File: config.mk
export PLATFORM = sky130hd
export DESIGN_NAME = udp_status_sender
export DESIGN_NICKNAME = d
export VERILOG_FILES = /design/src/rtl/udp_status_pkg.sv /design/src/rtl/udp_status_sender.sv
export SDC_FILE = /design/constraint.sdc
export NUM_CORES = 1
export LEC_CHECK = 0
export ABC_AREA = 1
export CAP_MARGIN = 30
export CORE_ASPECT_RATIO = 0.75
export CORE_MARGIN = 4
export CORE_UTILIZATION = 53
export CTS_CLUSTER_DIAMETER = 60
export DETAILED_ROUTE_END_ITERATION = 6
export PLACE_DENSITY = 0.86
export SLEW_MARGIN = 20
export SYNTH_ARGS = -nofsm -noshare
export SYNTH_HDL_FRONTEND = slang
export SYNTH_SLANG_ARGS = --single-unit
File: constraint.sdc
create_clock -name clock -period 3.2 [get_ports clock]
set_input_delay 0.32 -clock clock [delete_from_list [all_inputs] [get_ports clock]]
set_output_delay 0.32 -clock clock [all_outputs]
set_load 0.01 [all_outputs]
File: src/rtl/udp_status_pkg.sv
// Shared definitions for the UDP status reply path (sender and poll decoder).
// Latency: n/a (types, constants and a combinational helper only).
// Backpressure: n/a.
package udp_status_pkg;

    typedef enum logic {
        ST_IDLE = 1'b0,
        ST_SEND = 1'b1
    } state_t;

    localparam int PAYLOAD_WORDS = 4;
    localparam int PAYLOAD_BYTES = 16;

    localparam logic [31:0] DEFAULT_MAGIC = 32'h4C454443;  // "LEDC"

    // Word positions inside the reply payload
    localparam logic [1:0] W_MAGIC  = 2'd0;
    localparam logic [1:0] W_STATUS = 2'd1;
    localparam logic [1:0] W_FRAME  = 2'd2;
    localparam logic [1:0] W_RXPKT  = 2'd3;

    // Counters and flags frozen when a reply starts
    typedef struct packed {
        logic [15:0] sent;
        logic [15:0] flags;
        logic [31:0] frame;
        logic [31:0] rx;
    } snap_t;

    // Payload word for a given beat index, built only from the snapshot
    function automatic logic [31:0] payload_word(input logic [1:0]  idx,
                                                 input logic [31:0] magic,
                                                 input snap_t       s);
        logic [31:0] w;
        case (idx)
            W_MAGIC:  w = magic;
            W_STATUS: w = {s.sent, s.flags};
            W_FRAME:  w = s.frame;
            default:  w = s.rx;
        endcase
        return w;
    endfunction

endpackage

File: src/rtl/udp_status_sender.sv
// Builds 4-word UDP status replies to the last requester and streams them to the core.
// Latency: req in IDLE at cycle N -> word 0 valid at N+1; back-to-back replies every 5 cycles minimum.
// Backpressure: beats held stable while ready=0; requests arriving while busy coalesce into one pending reply.
module udp_status_sender
    import udp_status_pkg::*;
#(
    parameter logic [15:0] LOCAL_PORT = 16'd6000,
    parameter logic [31:0] MAGIC      = DEFAULT_MAGIC
) (
    input  logic        clock,
    input  logic        reset,
    input  logic        req,
    input  logic [31:0] req_ip,
    input  logic [15:0] req_port,
    input  logic [31:0] frame_count,
    input  logic [31:0] rx_packet_count,
    input  logic [15:0] status_flags,
    output logic        udp_sink_valid,
    output logic        udp_sink_last,
    input  logic        udp_sink_ready,
    output logic [15:0] udp_sink_src_port,
    output logic [15:0] udp_sink_dst_port,
    output logic [31:0] udp_sink_ip_address,
    output logic [15:0] udp_sink_length,
    output logic [31:0] udp_sink_data,
    output logic [3:0]  udp_sink_error,
    output logic        busy,
    output logic [15:0] sent_count
);

    state_t      state_q,     state_d;
    logic [1:0]  idx_q,       idx_d;
    snap_t       snap_q,      snap_d;
    logic [15:0] dst_port_q,  dst_port_d;
    logic [31:0] ip_q,        ip_d;
    logic        pend_vld_q,  pend_vld_d;
    logic [15:0] pend_port_q, pend_port_d;
    logic [31:0] pend_ip_q,   pend_ip_d;
    logic [15:0] sent_count_q, sent_count_d;
    logic [31:0] data_q,      data_d;
    logic        last_q,      last_d;

    // Next-state, snapshot, pending-request and output-word logic
    always_comb begin
        state_d      = state_q;
        idx_d        = idx_q;
        snap_d       = snap_q;
        dst_port_d   = dst_port_q;
        ip_d         = ip_q;
        pend_vld_d   = pend_vld_q;
        pend_port_d  = pend_port_q;
        pend_ip_d    = pend_ip_q;
        sent_count_d = sent_count_q;
        data_d       = data_q;
        last_d       = last_q;

        case (state_q)
            ST_IDLE: begin
                if (req || pend_vld_q) begin
                    state_d    = ST_SEND;
                    idx_d      = W_MAGIC;
                    // A fresh request overrides whatever was pending
                    dst_port_d = req ? req_port : pend_port_q;
                    ip_d       = req ? req_ip   : pend_ip_q;
                    pend_vld_d = 1'b0;
                    snap_d     = '{sent:  sent_count_q,
                                   flags: status_flags,
                                   frame: frame_count,
                                   rx:    rx_packet_count};
                    data_d     = payload_word(W_MAGIC, MAGIC, snap_d);
                    last_d     = 1'b0;
                end
            end
            ST_SEND: begin
                // Requests during a reply collapse into one follow-up, latest address wins
                if (req) begin
                    pend_vld_d  = 1'b1;
                    pend_port_d = req_port;
                    pend_ip_d   = req_ip;
                end
                if (udp_sink_ready) begin
                    if (idx_q == W_RXPKT) begin
                        state_d      = ST_IDLE;
                        idx_d        = W_MAGIC;
                        sent_count_d = sent_count_q + 16'd1;
                        data_d       = '0;
                        last_d       = 1'b0;
                    end else begin
                        idx_d  = idx_q + 2'd1;
                        data_d = payload_word(idx_d, MAGIC, snap_q);
                        last_d = (idx_d == W_RXPKT);
                    end
                end
            end
            default: begin
                state_d = ST_IDLE;
            end
        endcase
    end

    // State and datapath registers; reset abandons any packet in flight
    always_ff @(posedge clock) begin
        if (reset) begin
            state_q      <= ST_IDLE;
            idx_q        <= W_MAGIC;
            snap_q       <= '0;
            dst_port_q   <= '0;
            ip_q         <= '0;
            pend_vld_q   <= 1'b0;
            pend_port_q  <= '0;
            pend_ip_q    <= '0;
            sent_count_q <= '0;
            data_q       <= '0;
            last_q       <= 1'b0;
        end else begin
            state_q      <= state_d;
            idx_q        <= idx_d;
            snap_q       <= snap_d;
            dst_port_q   <= dst_port_d;
            ip_q         <= ip_d;
            pend_vld_q   <= pend_vld_d;
            pend_port_q  <= pend_port_d;
            pend_ip_q    <= pend_ip_d;
            sent_count_q <= sent_count_d;
            data_q       <= data_d;
            last_q       <= last_d;
        end
    end

    assign udp_sink_valid      = (state_q == ST_SEND);
    assign busy                = (state_q == ST_SEND);
    assign udp_sink_last       = last_q;
    assign udp_sink_data       = data_q;
    assign udp_sink_dst_port   = dst_port_q;
    assign udp_sink_ip_address = ip_q;
    assign udp_sink_src_port   = LOCAL_PORT;
    assign udp_sink_length     = 16'(PAYLOAD_BYTES);
    assign udp_sink_error      = 4'd0;
    assign sent_count          = sent_count_q;

endmodule

==> run metrics <==
MaxCap Viol Count=0; Post-Syn Area=between 10,000 and 15,000 um^2; met3 usage=5.398%; CTS max path bufs=3; clk root buf=clkbuf_16; slowest stage delay, CP=0.53 ns; die height=~130 um; async set-reset flop share out of synthesis=0%; clk_skew=0.008234 ns; most instantiated cells after synthesis=dfxtp_1, nand2_1, o21ai_0; fin crit period=about 2.2 ns; clock slew at reported path FFs=about 0.06 ns; Setup CP Type=register to register; Worst VDD drop=between 0.3 and 0.4 mV; Fin Setup TNS=0 ns; post-synthesis sequential area ratio=a little under half; grt ovf=0; DIE AREA=22,050 um^2; syn_area_per_cell=approximately 7.4 um^2; Achievable Freq=460.6 MHz; crit end category=register; worst-skew pair later-pin latency=0.50 ns; relative slew slack=between 30 and 40%; main area contributors after synthesis=dfxtp_1, o21ai_0, a21oi_1; Critical-path top delay cell=ha_1; Crit Path Max Fanout=20; fin nets=about 1.7k; Top FF cell, synth=dfxtp_1; cell count of the worst reg-to-reg path=5; unrepaired setup endpoints after global routing=no; Reg-to-Reg Start=idx_q[0]; Slew Limit Fails=0; Die X-Extent=170.1 um; post-synth cell types=31; met1 Usage GRT=roughly a third; warnings from Yosys=0; CTS Buf Count=24; outcome=completed; Worst-Margin Slew=0.9311 ns; busiest grt layer=met2; area leader, netlist=dfxtp_1; # IOs=267; Yosys top cell area share=about 47%; via count=about 9.6k; drt pass-1 iters=5; DR iter-0 viols=906; area grow syn2layout=28.51%; Min-Delay Path Class=input port to register; # fillers=roughly 1.6k; Hold Fails Final Rpt=0; WP data required=3.63 ns; post-DR vias/cell=5.204; DRC violation count after routing=0; P_leak=5.425 nW; postcts setup bufs=0; GPL Wtd Cong=0.8831; worst setup path end=udp_sink_data[11]; Total Power=7.256 mW; Register-to-Register Setup Slack=~1.0 ns; Synth Instances=1,412; initial antenna violation count=2; worst-path cell chain=ha_1, inv_1, o21ai_0, o21ai_1, a21oi_1; clk sink count=approximately 250; GRT Util Overall=24.13%; Starting Density=53.91%; wire length of the first global-routing pass=44,110 um; count leader, synth=dfxtp_1; final wirelength=28,060 um; CTS tree=built; Std-Cell Rows=44; Post-CTS Resized=0; core area=about 19,000 um^2; reg-to-reg endpoint=udp_sink_data[11]; IO Port Bufs=230; share of cells above drive strength 1=6.203%; Final period util=approximately two thirds; Post-synth EDFFs=0; WL per Instance=15.17 um; DPL Wire Length=18,880 um; number of hold buffers added after cts=0; CP arrival=2.60 ns; Routed Antenna Nets=0; grt met2 use=39.50%; Power per Cell Area=540.4 nW/um^2; H-tree depth=1; largest net degree at the start of global routing=103; final setup fails=0; vias in the first global route=8,904; CP Launch Type=register; crit path from=idx_q[0]; post-synthesis register bit count=245
==> worst max-delay path, delay by kind of cell, from the launching register on <==
family | cells | cell delay [ns]
AOI/OAI and AO/OA | 3 | 0.67
adders and majority gates | 1 | 0.53
DFF | 1 | 0.43
buffers and inverters | 1 | 0.46
==> per-stage QoR <==
| step | cell area, um^2 | instances | util, % | setup WS [ns] | hold slack [ns] |
|---|---|---|---|---|---|
| 6_report | 13430 | 1850 | 69.29 | 1.029 | 0.1320 |
| 5_1_grt | 13430 | 1850 | 69.29 | 0.8591 | 0.1656 |
| 4_1_cts | 13400 | 1848 | 69.17 | 0.9648 | 0.1064 |
| 3_5_place_dp | 12590 | 1806 | 64.95 | 0.9245 | 0.4407 |
| 3_3_place_gp | 12590 | 1806 | 64.95 | 1.028 | 0.4342 |
| 2_1_floorplan | 10580 | 1446 | - | 1.610 | 0.4240 |
==> where the power goes <==
part	internal, mW	switching, mW
Sequential	3.26	0.0904
Combinational	0.440	0.577
Clock	1.74	1.14
==> placed cells by master (no fill, tap or decap) <==
master and count:
dfxtp_1 245, nand2_1 229, clkdlybuf4s50_1 228, o21ai_0 218, a21oi_1 205, inv_1 175, nor2_1 84, conb_1 36
a21oi_2 31, o21ai_1 26, clkbuf_16 25, nand3_1 11, buf_4 10, nor3_1 9, a22o_1 8, o211ai_1 7
clkbuf_8 7, ha_1 6, nor2_2 4, nand4_1 4, clkinv_2 4, clkbuf_1 4, buf_12 4, inv_2 3
bufinv_16 2, diode_2 1, nor2_4 1, inv_4 1, nand2_2 1, nand3_4 1, nor3_2 1, nand3_2 1
nor4_1 1, a211oi_1 1, or2_4 1, ha_2 1, buf_2 1
==> layout make-up <==
class / count / area [um^2] / area share (%)
clock inverter: 6 / 80.08 / 0.5964
multi-input combinational: 887 / 4269 / 31.80
antenna: 1 / 2.502 / 0.01864
sequential: 245 / 4905 / 36.53
timing repair buffer: 243 / 2442 / 18.19
clock buffer: 36 / 737.0 / 5.489
inverter: 179 / 674.4 / 5.023
tap: 253 / 316.6 / 2.358
==> metal layers <==
layer / wire (um) / up-vias / share of wire, %
li1: - / 4819 / -
met1: 12050 / 4390 / 43
met2: 13070 / 365 / 47
met3: 2206 / 52 / 7.9
met4: 716 / 2 / 2.6
met5: 13 / - / 0.046
==> flip-flops by register name, summed over array words and instances (netlist names) <==
register	count
snap_q	96
pend_ip_q	32
udp_sink_data	32
udp_sink_ip_address	32
pend_port_q	16
sent_count	16
udp_sink_dst_port	16
idx_q	2
busy	1
pend_vld_q	1
udp_sink_last	1
==> cells by family after synthesis <==
family	share of synthesized area, %
adder cells (fa/ha/maj)	0.8383
AO/OA/AOI/OAI	25.35
AND/OR/NAND/NOR	13.35
buffers and inverters	13.44
flip-flops	46.95
other	0.07188
==> worst min path at each step <==
stage | start | to | slack (ns) | cells past startpoint
floorplan | snap_q[63] | snap_q[63] | 0.42 | 2
global placement | snap_q[35] | snap_q[35] | 0.43 | 2
detailed placement | snap_q[40] | snap_q[40] | 0.44 | 2
CTS | req | pend_vld_q | 0.11 | 3
global route | req | pend_vld_q | 0.17 | 3
finish | req | pend_vld_q | 0.13 | 3
Note: power is estimated with default switching activity, not from simulation.
